`config.mk`:
```
export PLATFORM = sky130hd
export DESIGN_NAME = alu_arbiter
export DESIGN_NICKNAME = d
export VERILOG_FILES = /design/src/rtl/alu_pkg.sv /design/src/rtl/alu_core.sv /design/src/rtl/alu_arbiter.sv
export SDC_FILE = /design/constraint.sdc
export NUM_CORES = 1
export LEC_CHECK = 0
export ABC_AREA = 1
export BUFFER_PORTS_ARGS = -buffer_cell sky130_fd_sc_hd__buf_2
export CORE_ASPECT_RATIO = 0.7
export CORE_UTILIZATION = 53
export CTS_CLUSTER_SIZE = 28
export DETAILED_ROUTE_END_ITERATION = 8
export MAX_ROUTING_LAYER = met4
export PLACE_DENSITY = 0.82
export SKIP_LAST_GASP = 1
export SYNTH_ARGS = -nofsm -noshare
export SYNTH_HDL_FRONTEND = slang
export SYNTH_SLANG_ARGS = --single-unit
export TNS_END_PERCENT = 10
```
`constraint.sdc`:
```
create_clock -name clk -period 2.24 [get_ports clk]
set_input_delay 0.112 -clock clk [delete_from_list [all_inputs] [get_ports clk]]
set_output_delay 0.112 -clock clk [all_outputs]
set_load 0.005 [all_outputs]
```
`src/rtl/alu_pkg.sv`:
```
// alu_pkg: shared constants for the ALU arbiter slice.
//   OP_*  : 2-bit opcodes understood by alu_core
//   ST_*  : 2-bit sequencer state encodings used by alu_arbiter
package alu_pkg;

    localparam int unsigned OP_W = 2;
    localparam int unsigned ST_W = 2;

    localparam logic [OP_W-1:0] OP_AND = 2'b00;
    localparam logic [OP_W-1:0] OP_OR  = 2'b01;
    localparam logic [OP_W-1:0] OP_XOR = 2'b10;
    localparam logic [OP_W-1:0] OP_ADD = 2'b11;

    localparam logic [ST_W-1:0] ST_IDLE = 2'd0;
    localparam logic [ST_W-1:0] ST_EXEC = 2'd1;
    localparam logic [ST_W-1:0] ST_DONE = 2'd2;

endpackage

```
`src/rtl/alu_core.sv`:
```
// alu_core: purely combinational shared ALU datapath.
//   op   in  2     opcode (AND/OR/XOR/ADD)
//   a, b in  size  operands
//   y    out size  result (ADD wraps modulo 2^size)
//   cout out 1     carry-out of ADD, 0 for logic ops
module alu_core
    import alu_pkg::*;
#(
    parameter int unsigned size = 8
) (
    input  logic [OP_W-1:0] op,
    input  logic [size-1:0] a,
    input  logic [size-1:0] b,
    output logic [size-1:0] y,
    output logic            cout
);

    logic [size-1:0] w_and;
    logic [size-1:0] w_or;
    logic [size-1:0] w_xor;
    logic [size:0]   w_sum;

    // Per-bit gate operators.
    for (genvar i = 0; i < int'(size); i++) begin : g_bit
        assign w_and[i] = a[i] & b[i];
        assign w_or[i]  = a[i] | b[i];
        assign w_xor[i] = a[i] ^ b[i];
    end

    // One bit wider than the operands so the carry falls out of the sum.
    assign w_sum = {1'b0, a} + {1'b0, b};

    // Result / carry select.
    always_comb begin
        y    = w_and;
        cout = 1'b0;
        case (op)
            OP_AND:  y = w_and;
            OP_OR:   y = w_or;
            OP_XOR:  y = w_xor;
            OP_ADD: begin
                y    = w_sum[size-1:0];
                cout = w_sum[size];
            end
            default: y = w_and;
        endcase
    end

endmodule

```
`src/rtl/alu_arbiter.sv`:
```
// alu_arbiter: round-robin sequencer sharing one alu_core between two requesters.
//   clk, rst              clock, async active-high reset
//   req0/1, op0/1         request + opcode per requester (held until ackn)
//   a0/b0, a1/b1          operands per requester
//   ack0/1                one-cycle pulse: operands captured
//   result/carry/zero     registered ALU outputs
//   res_id                requester owning the result
//   res_valid/res_ready   result handshake
module alu_arbiter
    import alu_pkg::*;
#(
    parameter int unsigned size = 8
) (
    input  logic            clk,
    input  logic            rst,
    input  logic            req0,
    input  logic            req1,
    input  logic [1:0]      op0,
    input  logic [1:0]      op1,
    input  logic [size-1:0] a0,
    input  logic [size-1:0] b0,
    input  logic [size-1:0] a1,
    input  logic [size-1:0] b1,
    output logic            ack0,
    output logic            ack1,
    output logic [size-1:0] result,
    output logic            carry,
    output logic            zero,
    output logic            res_id,
    output logic            res_valid,
    input  logic            res_ready
);

    logic [ST_W-1:0] r_state;
    logic [ST_W-1:0] w_state_nxt;
    logic            r_last_id;
    logic [OP_W-1:0] r_op;
    logic [size-1:0] r_a;
    logic [size-1:0] r_b;
    logic            r_id;

    logic            w_grant;
    logic            w_grant_id;
    logic            w_load;
    logic            w_release;
    logic [size-1:0] w_y;
    logic            w_cout;

    alu_core #(.size(size)) u_alu_core (
        .op   (r_op),
        .a    (r_a),
        .b    (r_b),
        .y    (w_y),
        .cout (w_cout)
    );

    // State register.
    always_ff @(posedge clk or posedge rst) begin
        if (rst) begin
            r_state <= ST_IDLE;
        end else begin
            r_state <= w_state_nxt;
        end
    end

    // Next-state logic.
    always_comb begin
        w_state_nxt = r_state;
        case (r_state)
            ST_IDLE: if (req0 || req1) w_state_nxt = ST_EXEC;
            ST_EXEC: w_state_nxt = ST_DONE;
            ST_DONE: if (res_valid && res_ready) w_state_nxt = ST_IDLE;
            default: w_state_nxt = ST_IDLE;
        endcase
    end

    // Control strobes; on a tie the requester not served last wins.
    always_comb begin
        w_grant    = 1'b0;
        w_grant_id = 1'b0;
        w_load     = 1'b0;
        w_release  = 1'b0;
        case (r_state)
            ST_IDLE: begin
                if (req0 || req1) begin
                    w_grant    = 1'b1;
                    w_grant_id = (req0 && req1) ? ~r_last_id : req1;
                end
            end
            ST_EXEC: w_load    = 1'b1;
            ST_DONE: w_release = res_valid && res_ready;
            default: ;
        endcase
    end

    // Operand capture, ack pulses and result registers.
    always_ff @(posedge clk or posedge rst) begin
        if (rst) begin
            r_last_id <= 1'b1;
            r_op      <= '0;
            r_a       <= '0;
            r_b       <= '0;
            r_id      <= 1'b0;
            ack0      <= 1'b0;
            ack1      <= 1'b0;
            result    <= '0;
            carry     <= 1'b0;
            zero      <= 1'b0;
            res_id    <= 1'b0;
            res_valid <= 1'b0;
        end else begin
            ack0 <= 1'b0;
            ack1 <= 1'b0;
            if (w_grant) begin
                r_op      <= w_grant_id ? op1 : op0;
                r_a       <= w_grant_id ? a1  : a0;
                r_b       <= w_grant_id ? b1  : b0;
                r_id      <= w_grant_id;
                r_last_id <= w_grant_id;
                ack0      <= ~w_grant_id;
                ack1      <= w_grant_id;
            end
            if (w_load) begin
                result    <= w_y;
                carry     <= w_cout;
                zero      <= (w_y == '0);
                res_id    <= r_id;
                res_valid <= 1'b1;
            end
            if (w_release) begin
                res_valid <= 1'b0;
            end
        end
    end

endmodule

```
==> key figures <==
Status
  • Outcome: finished clean

Global route
  • Gr usage total: 0.249
  • First-pass GRT wire length: 8.21 mm
  • Largest net degree at the start of global routing: 37
  • Global route total overflow: 0
  • Vias in the first global route: 1792
  • Initial antenna violation count: 0

Finish
  • Post-Layout Cell Count: 396
  • FILL cells: 338
  • Finished Cell Area: 2600 µm²
  • Syn-to-layout area delta: 18.7%
  • Layout cell share with drive strength beyond 1: 0.215
  • Core Util, Final: 0.660
  • Diodes inserted: 0
  • Final Net Count: 401
  • FF+latch area: 902 µm²
  • Area of the multi-input gates: 1070 µm²

Power and ir drop
  • Power per cell area: 450 nW/µm²
  • Internal power: 0.000926 W
  • Combinational group share of total power: 0.041
  • Overall Power: 0.00117 W
  • LEAKAGE: 1.43 nW
  • VDD IR max: 0.351 mV
  • Flop pwr share: 0.554
  • Clock power share: 0.405
  • Switching power: 0.000247 W
  • Switch share: 0.210

Setup path
  • CP max FO: 3
  • CP Data Required Time: 2.41 ns
  • Critical path class: flop to flop
  • CP Launch Type: flop
  • Critical Path, Cell by Cell: ha_1 > fa_1 > nand3_1 > nand3_1 > nand2_1 > nand2_1 > nand2_1 > nand3_1 > nand3_1 > nor2_1 > nand2_1 > nand2_1
  • Crit path max-delay cell type: fa_1
  • CP peak stage delay: 0.41 ns
  • Crit path DAT: 2.08 ns
  • Setup crit end kind: flop
  • Worst path most repeated cell: nand2_1

Logic synthesis
  • Post-Synth Simple-Gate Area: 0.271
  • Synthesized Nets: 344
  • Post-synthesis instance total: 286
  • Main synth FF type: dfrtp_1
  • Synth Warn #: 0
  • Ys async rst share: 1.00
  • Top-count cell post-synth: nand2_1
  • Sequential area share after synthesis: 0.411
  • Xor/xnor share of the synthesized area: 0
  • Number of synthesized flops with an enable pin: 0
  • Post-Syn Area: 2190 µm²
  • Post-synthesis compound-gate area fraction: 0.119
  • Yosys reg bits: 36
  • Adder-cell share of the synthesized area: 0.100
  • Largest family of logic cells by synthesized area: simple AND/OR/NAND/NOR gates
  • Synth area leaders: dfrtp_1 40%, nand2_1 17%, ha_1 9.1%
  • Synth top area share: 0.399
  • Most frequent cells after synthesis: 100 x nand2_1, 41 x inv_1, 35 x dfrtp_1, 22 x nand3_1, 19 x o211ai_1
  • Mean area per synthesized cell: 7.67 µm²
  • Mux cell area share after synthesis: 0
  • Yosys cell types: 25
  • Cell taking the most area after synthesis: dfrtp_1

Floorplan
  • Core area: 3950 µm²
  • DIE HEIGHT: 55.8 µm
  • Die X: 78.9 µm
  • # rows: 19
  • I/O pin count: 55
  • Initial core utilization: 0.556
  • Die area: 4400 µm²

Place
  • DP Area: 2500 µm²
  • Detail Placement HPWL: 3.59 mm
  • PortBufs: 54
  • GPL Wtd Cong: 0.923
  • Placed insts: 387

Timing
  • RSZ-0062 raised after global routing: no
  • Post-route setup TNS: 0 ns
  • Endpoints failing hold: 0
  • Clock Skew: 0.00809 ns
  • Max Clk Rate: 524 MHz
  • Endpoints failing setup: 0
  • Slew Limit Fails: 0
  • Relative slew slack: 0.689
  • Minimum clock period: 1.91 ns
  • Final Cycle Share: 0.852
  • Worst-Margin Slew: 0.467 ns

Clock tree
  • Clock transition at path regs: 0.08 ns
  • Postcts setup bufs: 0
  • CTS Root Cell: clkbuf_8
  • Clock Path Buffers: 2
  • H-tree Lvls: 2
  • Clock buffer count from CTS: 5
  • CTS tree: built
  • Worst-skew pair later-pin latency: 0.28 ns
  • Sink Count: 36
  • Post-cts sizing count: 0
  • Hold buffers post-CTS: 1

Run
  • Max-cap violations: 0

Worst hold path
  • Hold Crit Class: input pin to flop

Drt
  • ANT nets after route: 0
  • 1st-pass router iterations: 5
  • Total Routed Length: 4.74 mm
  • Drt initial violations: 99
  • DR WL/cell: 12.0 µm
  • DRC violation count after routing: 0
  • Vias per inst: 4.97
  • Via total after detailed routing: 1967
==> flip-flops by register name, summed over array words and instances (netlist names) <==
register   cells
ack0           1
r_last_id      1
r_state        2
res_valid      1
res_id         1
r_id           1
result         8
ack1           1
r_a            8
carry          1
zero           1
r_op           2
r_b            8
==> power groups by stage <==
stage	clock (W)	combinational (W)	sequential, W
after floorplan	0	0.00000956	0.000662
after global placement	0	0.0000463	0.000662
after detailed placement	0	0.0000477	0.000662
after CTS	0.000483	0.0000491	0.000650
after global routing	0.000513	0.0000554	0.000649
final	0.000475	0.0000478	0.000650
==> placed cells by master (no fill, tap or decap), drive strengths merged, types with 2 or more instances in the layout <==
cell / synthesis / final
a21oi: 4 / 4
a31oi: 2 / 2
buf: 4 / 56
clkbuf: 3 / 7
dfrtp: 35 / 35
ha: 16 / 16
inv: 46 / 46
nand2: 100 / 100
nand3: 22 / 22
nor2: 16 / 16
o211ai: 19 / 19
o21ai: 10 / 10
o22ai: 3 / 3
==> metal layers <==
metal / GRT usage / share of wire / vias up
met2: 0.361 / 0.40 / 72
li1: - / - / 1032
met3: 0.0574 / 0.076 / 5
met5: - / 0 / -
met4: 0.0545 / 0.0076 / 0
met1: 0.356 / 0.51 / 858
==> logic make-up (layout without fill, tap and decap cells) <==
group,count (synthesis),count (layout)
AOI/OAI and AO/OA,40,40
adders and majority gates,17,17
buffers and inverters,53,111
DFF,36,36
and+or+nand+nor,140,140
==> worst max-delay path, delay by kind of cell (launching register included) <==
family / cells / cell delay [ns]
adders and majority gates: 2 / 0.65
DFF: 1 / 0.38
and+or+nand+nor: 10 / 0.76
==> layout make-up <==
cell class	count	share of cell area
clock inverter	1	0.00288
inverter	46	0.0663
clock buffer	7	0.0332
sequential	36	0.346
timing repair buffer	57	0.113
tap	52	0.0250
multi-input combinational	197	0.413
==> per-stage QoR <==
step | worst slack [ns] | hold WS (ns)
after floorplan | 0.508 | 0.250
after global placement | 0.438 | 0.226
after detailed placement | 0.383 | 0.235
after CTS | 0.356 | 0.0461
after global routing | 0.222 | 0.0608
final | 0.332 | 0.0442
==> worst paths after layout <==
| check | from | end | slack [ns] | cells after the start |
|---|---|---|---|---|
| setup / recovery | r_a[0] | zero | 0.33 | 12 |
| max in group asynchronous | rst | r_last_id | 1.44 | 4 |
| min in group asynchronous | rst | r_b[3] | 0.47 | 4 |
| hold / removal | b0[3] | r_b[3] | 0.04 | 3 |
| setup reg to reg | r_a[0] | zero | 0.33 | 12 |
| hold reg to reg | r_last_id | r_last_id | 0.47 | 2 |
No activity file was read; power rests on OpenSTA's default activity.
